$ cat config.mk
export PLATFORM = sky130hd
export DESIGN_NAME = mem_port_arbiter
export DESIGN_NICKNAME = d
export VERILOG_FILES = /design/src/rtl/mem_port_arbiter.sv
export SDC_FILE = /design/constraint.sdc
export NUM_CORES = 1
export LEC_CHECK = 0
export CORE_ASPECT_RATIO = 0.8
export CORE_MARGIN = 3
export CORE_UTILIZATION = 40
export DETAILED_ROUTE_END_ITERATION = 10
export GPL_TIMING_DRIVEN = 0
export PLACE_DENSITY = 0.82
export SLEW_MARGIN = 40
export SYNTH_ARGS = -nofsm -noshare
export SYNTH_HDL_FRONTEND = slang
export SYNTH_SLANG_ARGS = --single-unit
$ cat constraint.sdc
create_clock -name clk -period 2.4 [get_ports clk]
set_clock_uncertainty 0.1 [all_clocks]
set_input_delay 0.48 -clock clk [delete_from_list [all_inputs] [get_ports clk]]
set_output_delay 0.48 -clock clk [all_outputs]
set_load 0.02 [all_outputs]
$ cat src/rtl/mem_port_arbiter.sv
// Two-requester memory port arbiter: the CPU port and a DMA master share one
// single-ported memory. Transfers are serialised, contention is resolved
// round-robin, and a watchdog aborts transfers the memory never acknowledges.
//
// state | meaning
// IDLE  | no transfer; pick a requester, latch its request
// XFER  | memory strobe held, waiting for mem_ready or watchdog expiry
// DONE  | one-cycle ready pulse (and data/abort status) to the owner
module mem_port_arbiter #(
  parameter int AW      = 16,
  parameter int DW      = 16,
  parameter int TIMEOUT = 15
) (
  input  logic          clk,
  input  logic          ExternalReset_n,
  input  logic          cpu_ReadMem,
  input  logic          cpu_WriteMem,
  input  logic [AW-1:0] cpu_Addressbus,
  input  logic [DW-1:0] cpu_wdata,
  output logic [DW-1:0] cpu_Databus,
  output logic          cpu_MemDataready,
  input  logic          dma_rd,
  input  logic          dma_wr,
  input  logic [AW-1:0] dma_addr,
  input  logic [DW-1:0] dma_wdata,
  output logic [DW-1:0] dma_rdata,
  output logic          dma_ready,
  output logic          mem_read,
  output logic          mem_write,
  output logic [AW-1:0] mem_addr,
  output logic [DW-1:0] mem_wdata,
  input  logic [DW-1:0] mem_rdata,
  input  logic          mem_ready,
  output logic          cpu_gnt,
  output logic          dma_gnt,
  output logic          timeout_err
);

  // A disabled watchdog still needs a one-bit counter to keep the code legal.
  localparam int WW = (TIMEOUT > 0) ? $clog2(TIMEOUT + 1) : 1;

  typedef enum logic [1:0] {IDLE, XFER, DONE} state_t;

  state_t        state;
  logic          last_dma;
  logic          own_dma;
  logic [WW-1:0] wd_cnt;

  logic          cpu_act;
  logic          dma_act;
  logic          pick_dma;
  logic [AW-1:0] sel_addr;
  logic [DW-1:0] sel_wdata;
  logic          sel_wr;
  logic [WW-1:0] wd_next;
  logic          wd_hit;
  logic [DW-1:0] ret_data;

  // Round-robin choice, selected request fields and watchdog compare.
  always_comb begin
    cpu_act   = cpu_ReadMem | cpu_WriteMem;
    dma_act   = dma_rd | dma_wr;
    // DMA wins when it is alone, or when both ask and the CPU went last.
    pick_dma  = dma_act && (!cpu_act || !last_dma);
    sel_addr  = pick_dma ? dma_addr  : cpu_Addressbus;
    sel_wdata = pick_dma ? dma_wdata : cpu_wdata;
    // Write takes priority when a requester raises rd and wr together.
    sel_wr    = pick_dma ? dma_wr    : cpu_WriteMem;
    wd_next   = (wd_cnt == '1) ? wd_cnt : wd_cnt + WW'(1);
    wd_hit    = (TIMEOUT != 0) && (wd_next == WW'(TIMEOUT));
    ret_data  = mem_ready ? mem_rdata : '1;
  end

  // Arbitration FSM; every output is a register updated here.
  always_ff @(posedge clk or negedge ExternalReset_n) begin
    if (!ExternalReset_n) begin
      state            <= IDLE;
      last_dma         <= 1'b1;
      own_dma          <= 1'b0;
      wd_cnt           <= '0;
      cpu_Databus      <= '0;
      cpu_MemDataready <= 1'b0;
      dma_rdata        <= '0;
      dma_ready        <= 1'b0;
      mem_read         <= 1'b0;
      mem_write        <= 1'b0;
      mem_addr         <= '0;
      mem_wdata        <= '0;
      cpu_gnt          <= 1'b0;
      dma_gnt          <= 1'b0;
      timeout_err      <= 1'b0;
    end else begin
      case (state)
        IDLE: begin
          if (cpu_act || dma_act) begin
            own_dma   <= pick_dma;
            last_dma  <= pick_dma;
            mem_addr  <= sel_addr;
            mem_wdata <= sel_wdata;
            mem_write <= sel_wr;
            mem_read  <= !sel_wr;
            cpu_gnt   <= !pick_dma;
            dma_gnt   <= pick_dma;
            wd_cnt    <= '0;
            state     <= XFER;
          end
        end
        XFER: begin
          // An acknowledge in the same cycle as expiry still counts as success.
          if (mem_ready || wd_hit) begin
            mem_read    <= 1'b0;
            mem_write   <= 1'b0;
            timeout_err <= !mem_ready;
            if (own_dma) dma_ready        <= 1'b1;
            else         cpu_MemDataready <= 1'b1;
            // mem_write still holds the direction of this transfer.
            if (!mem_write) begin
              if (own_dma) dma_rdata   <= ret_data;
              else         cpu_Databus <= ret_data;
            end
            state <= DONE;
          end else begin
            wd_cnt <= wd_next;
          end
        end
        DONE: begin
          cpu_MemDataready <= 1'b0;
          dma_ready        <= 1'b0;
          timeout_err      <= 1'b0;
          cpu_gnt          <= 1'b0;
          dma_gnt          <= 1'b0;
          wd_cnt           <= '0;
          state            <= IDLE;
        end
        default: state <= IDLE;
      endcase
    end
  end

endmodule

**After elaboration in Yosys (flattened, before gate mapping)**

Index checks and enable logic that the tools add are counted.

- Bits in registers: 79
- Logic and storage cells: 81

- $add $sub $neg: 1
- Equal/unequal tests: 9
- Mux-type cells: 28
- Bitwise operators: 4
- Reductions and logical operators: 24

Operators by type and width:

| cell | number |
|---|---|
| 16-bit 2-to-1 mux | 3 |
| 1-bit case mux with 2 select lines | 7 |
| 4-bit 2-to-1 mux | 3 |
| 4-bit case mux with 3 select lines | 1 |
| 3-bit AND reduction | 4 |
| 1-bit 2-to-1 mux | 11 |
| 2-bit != test, second input constant | 5 |
| 4-bit equality test, second input constant | 2 |
| 2-bit AND reduction | 4 |
| 4-bit AND reduction | 2 |
| 2-bit nonzero test | 3 |
| 1-bit zero test | 5 |
| 4-bit by 1-bit adder with 4-bit output, second input constant | 1 |
| 2-bit 2-to-1 mux | 2 |
| 2-bit case mux with 2 select lines | 1 |
| 1-bit logical OR | 3 |
| 3-bit nonzero test | 1 |
| 2-bit by 1-bit equality test with 1-bit output, second input constant | 1 |
| 2-bit equality test, second input constant | 1 |
| 2-bit zero test | 1 |
| 1-bit inverter | 2 |
| 1-bit bitwise OR | 2 |
| 1-bit logical AND | 1 |

**Longest topological paths before layout**

- Word-level depth: 8
- Mapped depth: 7

**Worst setup path after synthesis**

No wires, ideal clock.

- Path type: reg2reg
- Start: register wd_cnt[0]
- End: register dma_rdata[10]
- Library setup time: 0.121 ns
- Arrival: 1.892 ns
- Slack: 0.286 ns
- Stages on the path, launching flop included: 8
- Buffers on the path: 2
- Period minus slack after synthesis: 2.114 ns
- Cell sequence: dfrtp_1 > ha_1 > and3b_1 > a221oi_4 > and3b_1 > buf_6 > buf_6 > o22a_1

- Longest elaborated chain between the ends: 5

Ends and longest elaborated chain:

| what | RTL line | source |
|---|---|---|
| start: declaration | 47 | `logic [WW-1:0] wd_cnt;` |
| start signal: assignment | 123 | `wd_cnt <= wd_next;` |
| 4-bit by 1-bit adder with 4-bit output or 4-bit equality test (tied branches) | 69 | `wd_next = (wd_cnt == '1) ? wd_cnt : wd_cnt + WW'(1);` |
| 4-bit 2-to-1 mux (*) | 69 |  |
| 4-bit equality test (*) | 70 | `wd_hit = (TIMEOUT != 0) && (wd_next == WW'(TIMEOUT));` |
| 1-bit logical OR (*) | 110 | `if (mem_ready \|\| wd_hit) begin` |
| 4-bit AND reduction (no source line) (*) | n/a |  |
| end signal: assignment | 118 | `if (own_dma) dma_rdata <= ret_data;` |
| end: declaration | 26 | `output logic [DW-1:0] dma_rdata,` |

Every way passes the cells marked *; elsewhere a longest branch is shown, timed or not.
A chain may end at the register's enable or synchronous reset.

**Worst setup path in the final report**

- Start: input port dma_rd
- End: register mem_write

- Longest elaborated chain between the ends: 5

Ends and longest elaborated chain:

| what | RTL line | source |
|---|---|---|
| start: declaration | 22 | `input logic dma_rd,` |
| 1-bit bitwise OR (*) | 62 | `dma_act = dma_rd \| dma_wr;` |
| 1-bit logical AND | 64 | `pick_dma = dma_act && (!cpu_act \|\| !last_dma);` |
| 1-bit 2-to-1 mux | 68 | `sel_wr = pick_dma ? dma_wr : cpu_WriteMem;` |
| 1-bit 2-to-1 mux | 95 | `if (cpu_act \|\| dma_act) begin` |
| 1-bit case mux with 2 select lines | 93 | `case (state)` |
| end signal: assignment | 100 | `mem_write <= sel_wr;` |
| end: declaration | 29 | `output logic mem_write,` |

Every way passes the cells marked *; elsewhere a longest branch is shown, timed or not. The select of a mux whose other input is x is not followed.

==> metrics.md <==
| Metric | Value |
|---|---|
| Routability Congestion | approximately 0.84 |
| Hold wc startpoint | dma_gnt |
| Fin nets | 520 |
| Placeable core area | between 7000 and 8000 sq um |
| Crit-path max cell delay | 610 ps |
| Reg2reg start | wd_cnt[0] |
| Adder-Cell Fraction of Synth Area | less than 1% |
| Wire per inst | 18.0 um |
| Post-route ant nets | 0 |
| Syn Nets | 349 |
| Area of the multi-input gates | between 1000 and 1500 sq um |
| Antenna violations before repair | 0 |
| Drt total wl | roughly 9800 um |
| Synth cell types | 40 |
| Top sig layer | met4 |
| Cts repair resizes | 0 |
| Drt via density | between 5 and 6 |
| Compound-Gate Fraction of Synth Area | approximately a quarter |
| Async set-reset flop share out of synthesis | 100% |
| Antenna diodes | 0 |
| First-pass GRT wire length | approximately 16000 um |
| Crit. path cell count | 6 |
| Post-synth top area share | 60.6% |
| Vias in the first global route | around 3100 |
| Root buffer cell | clkbuf_8 |
| Top post-synthesis cells by area | dfrtp_1 (61%), a222oi_1 (9.9%), o22a_1 (8.7%) |
| Part of the power in registers | between 30% and 40% |
| Reg clk slew, reported paths | around 80 ps |
| Drt drc | 0 |
| Slew HR | 66.2% |
| Critical Path RT | roughly 2600 ps |
| Final worst path period share | roughly 90% |
| Crit path arrival time | 2380 ps |
| Slew Viols, Final | 0 |
| Startpoint types | primary input |
| Place WS | -189 ps |
| Cell Area, Synth | approximately 3200 sq um |
| Most frequent cell after synthesis | dfrtp_1 |
| YS warnings | 0 |
| Min-delay worst type | reg2reg |
| CP max FO | 10 |
| Worst Tran Pin Value | ~510 ps |
| Min Hold Slack | around 380 ps |
| CP endpoint kind | flip-flop |
| Met3 wire len | 839 um |
| Worst-Skew Late Latency | 340 ps |
| Inserted Clock Buffers | 9 |
| H-tree depth | 3 |
| P_int | 4.41 mW |
| Worst Slack Setup Final | roughly 180 ps |
| Switching share of power | between 30% and 40% |
| Xor/xnor cell area share of the yosys netlist | less than 1% |
| Switching Power | ~2.7 mW |
| Die X | 106 um |
| # Max-Cap Violations | 0 |
| Hold Path Sink | dma_gnt |
| Die H | between 80 and 90 um |
| Final Hold Fails | 0 |
| R2R cell count | 7 |
| Total Die Area | 9170 sq um |
| Post-synthesis sequential area ratio | a little over 60% |
| Logic pwr share | 49.5% |
| Final min period | 2220 ps |
| Crit path kind | in2reg |
| Largest family of logic cells by synthesized area | compound AO/OA/AOI/OAI gates |
| Starting DRT DRC Count | ~280 |
| Status | finished clean |
| Fill cell count | 582 |
| RSZ-0062 raised after global routing | no |
| Synthesis-to-layout area growth | 61.9% |
| Peak VDD IR | 814 uV |
| Via count | 2970 |
| Register area | a little under 2000 sq um |
| Final cell count without fillers | roughly 540 |
| Yosys top cell by area | dfrtp_1 |
| GRT overflow | 0 |
| I/O Pins | 158 |
| Post-layout util | about 69% |
| M1 WL | approximately 3900 um |
| Part of the power in the clock network | between 10% and 20% |
| Largest net degree at the start of global routing | 43 |
| Post-synth EDFFs | 0 |
| Met2 WL | roughly 4800 um |
| Share of cells above drive strength 1 | under 10% |
| #FFs+latches synth | between 70 and 80 |
| Worst path top cell family by delay | simple AND/OR/NAND/NOR gates |
| Clock Path Buffers | 2 |
| Clk sink count | about 80 |
| Flop2flop setup slack | ~200 ps |
| Cell depth of the worst hold path | 1 |
| Buf/Inv on CP | 2 |
| Static leakage | 2.29 nW |
| Slowest cell on crit path | or4_1 |
| Post-DP HPWL | about 7300 um |
| Crit path cell chain | clkdlybuf4s50_1, or4_1, nand2_1, buf_2, nand2_1, o21ai_1 |
| Post-synthesis mux area share | 0% |
| Post-synthesis simple-gate area fraction | ~5.7% |
| Synthesized instance count | 261 |
| Post-Syn Area per Cell | around 12 sq um |
| Top cell by count, worst path | nand2_1 |
| Post-synth top cells | dfrtp_1 (78), inv_1 (38), a222oi_1 (32), o22a_1 (32), nor2_1 (10) |
| Ys flop type | dfrtp_1 |
| First-pass DRT Iterations | 7 |
| PD cells | roughly 1400 nW/um^2 |
| Gr usage total | a little over a fifth |
| CTS tree | yes |
| Reg-to-Reg End | dma_rdata[14] |
| Placed Cells | 524 |
| Num rows | 28 |
| Initial core utilization | around 42% |
| PortBufs | roughly 160 |
| Fmax achieved | 451 MHz |
| Final setup vio count | 0 |
flip-flops by register name (all words and copies together), names as in the netlist:
signal,cells
dma_gnt,1
cpu_MemDataready,1
dma_ready,1
mem_wdata,16
timeout_err,1
state,2
cpu_gnt,1
mem_read,1
wd_cnt,4
dma_rdata,16
last_dma,1
own_dma,1
mem_write,1
mem_addr,16
cpu_Databus,16
layout by cell type, fill, tap and decap left out, types with 2 or more instances in the layout:
cell type,netlist,layout
a21o_1,4,4
a222oi_1,32,32
o22a_1,32,32
inv_1,38,38
nand2b_1,2,2
clkbuf_1,9,9
nor3b_1,2,2
o21ai_1,2,2
buf_2,5,5
bufinv_16,0,3
and3b_1,3,3
nor2_1,10,10
clkbuf_8,0,10
clkinv_4,0,2
clkdlybuf4s50_1,0,156
nand3_1,2,2
nand2_1,6,6
o21ai_0,7,7
a21oi_1,4,4
dfrtp_1,78,78
buf_6,2,3
through the flow:
step	cell area [sq um]	setup TNS, ps	total power, mW
CTS	5210	0	7.22
detailed placement	4950	-3830	5.96
global placement	4920	-149760	5.84
finish	5220	0	7.15
global route	5220	0	7.57
floorplan	3220	0	4.19
power groups by stage:
stage | clock [mW] | sequential (mW) | combinational [mW]
final | 1.21 | 2.40 | 3.54
after global routing | 1.30 | 2.48 | 3.79
after CTS | 1.25 | 2.39 | 3.58
after detailed placement | 0 | 2.39 | 3.57
after global placement | 0 | 2.38 | 3.46
after floorplan | 0 | 3.05 | 1.13
cell families (layout without fill, tap and decap cells):
kind of cell | Yosys count | after routing
AO/OA/AOI/OAI | 92 | 92
XOR/XNOR | 1 | 1
adder cells (fa/ha/maj) | 1 | 1
buffers and inverters | 54 | 230
flip-flops | 79 | 79
AND/OR/NAND/NOR | 34 | 34
worst max path at each step:
stage	start	endpoint	slack [ps]
after floorplan	wd_cnt[0]	dma_rdata[10]	290
after CTS	wd_cnt[0]	dma_rdata[14]	30
after detailed placement	dma_rd	mem_write	-190
after global placement	ExternalReset_n	cpu_Databus[15]	-1880
after global routing	dma_rd	mem_write	90
final	dma_rd	mem_write	180
routing by layer:
metal  global-route usage, %  vias up
met5                       0        -
met4                    7.41        0
met3                    7.52       16
met2                    36.1      136
met1                    25.9     1476
li1                        -     1342
what timing repair did:
item                                    4_1_cts  5_1_grt
setup buffers                                 0        1
endpoints found under the setup margin        0       20
hold endpoints to repair                     36        0
hold buffers                                  1        0
cell type report:
class / count / area share (%)
flip-flops and latches: 79 / 37.9
repair buffers: 160 / 30.9
multi-input cells: 128 / 19.5
inverters: 38 / 2.73
clock buffers: 10 / 2.64
well taps: 105 / 2.52
clock inverters: 6 / 2.23
plain buffers: 16 / 1.56
Power figures use the tool's default switching activity.
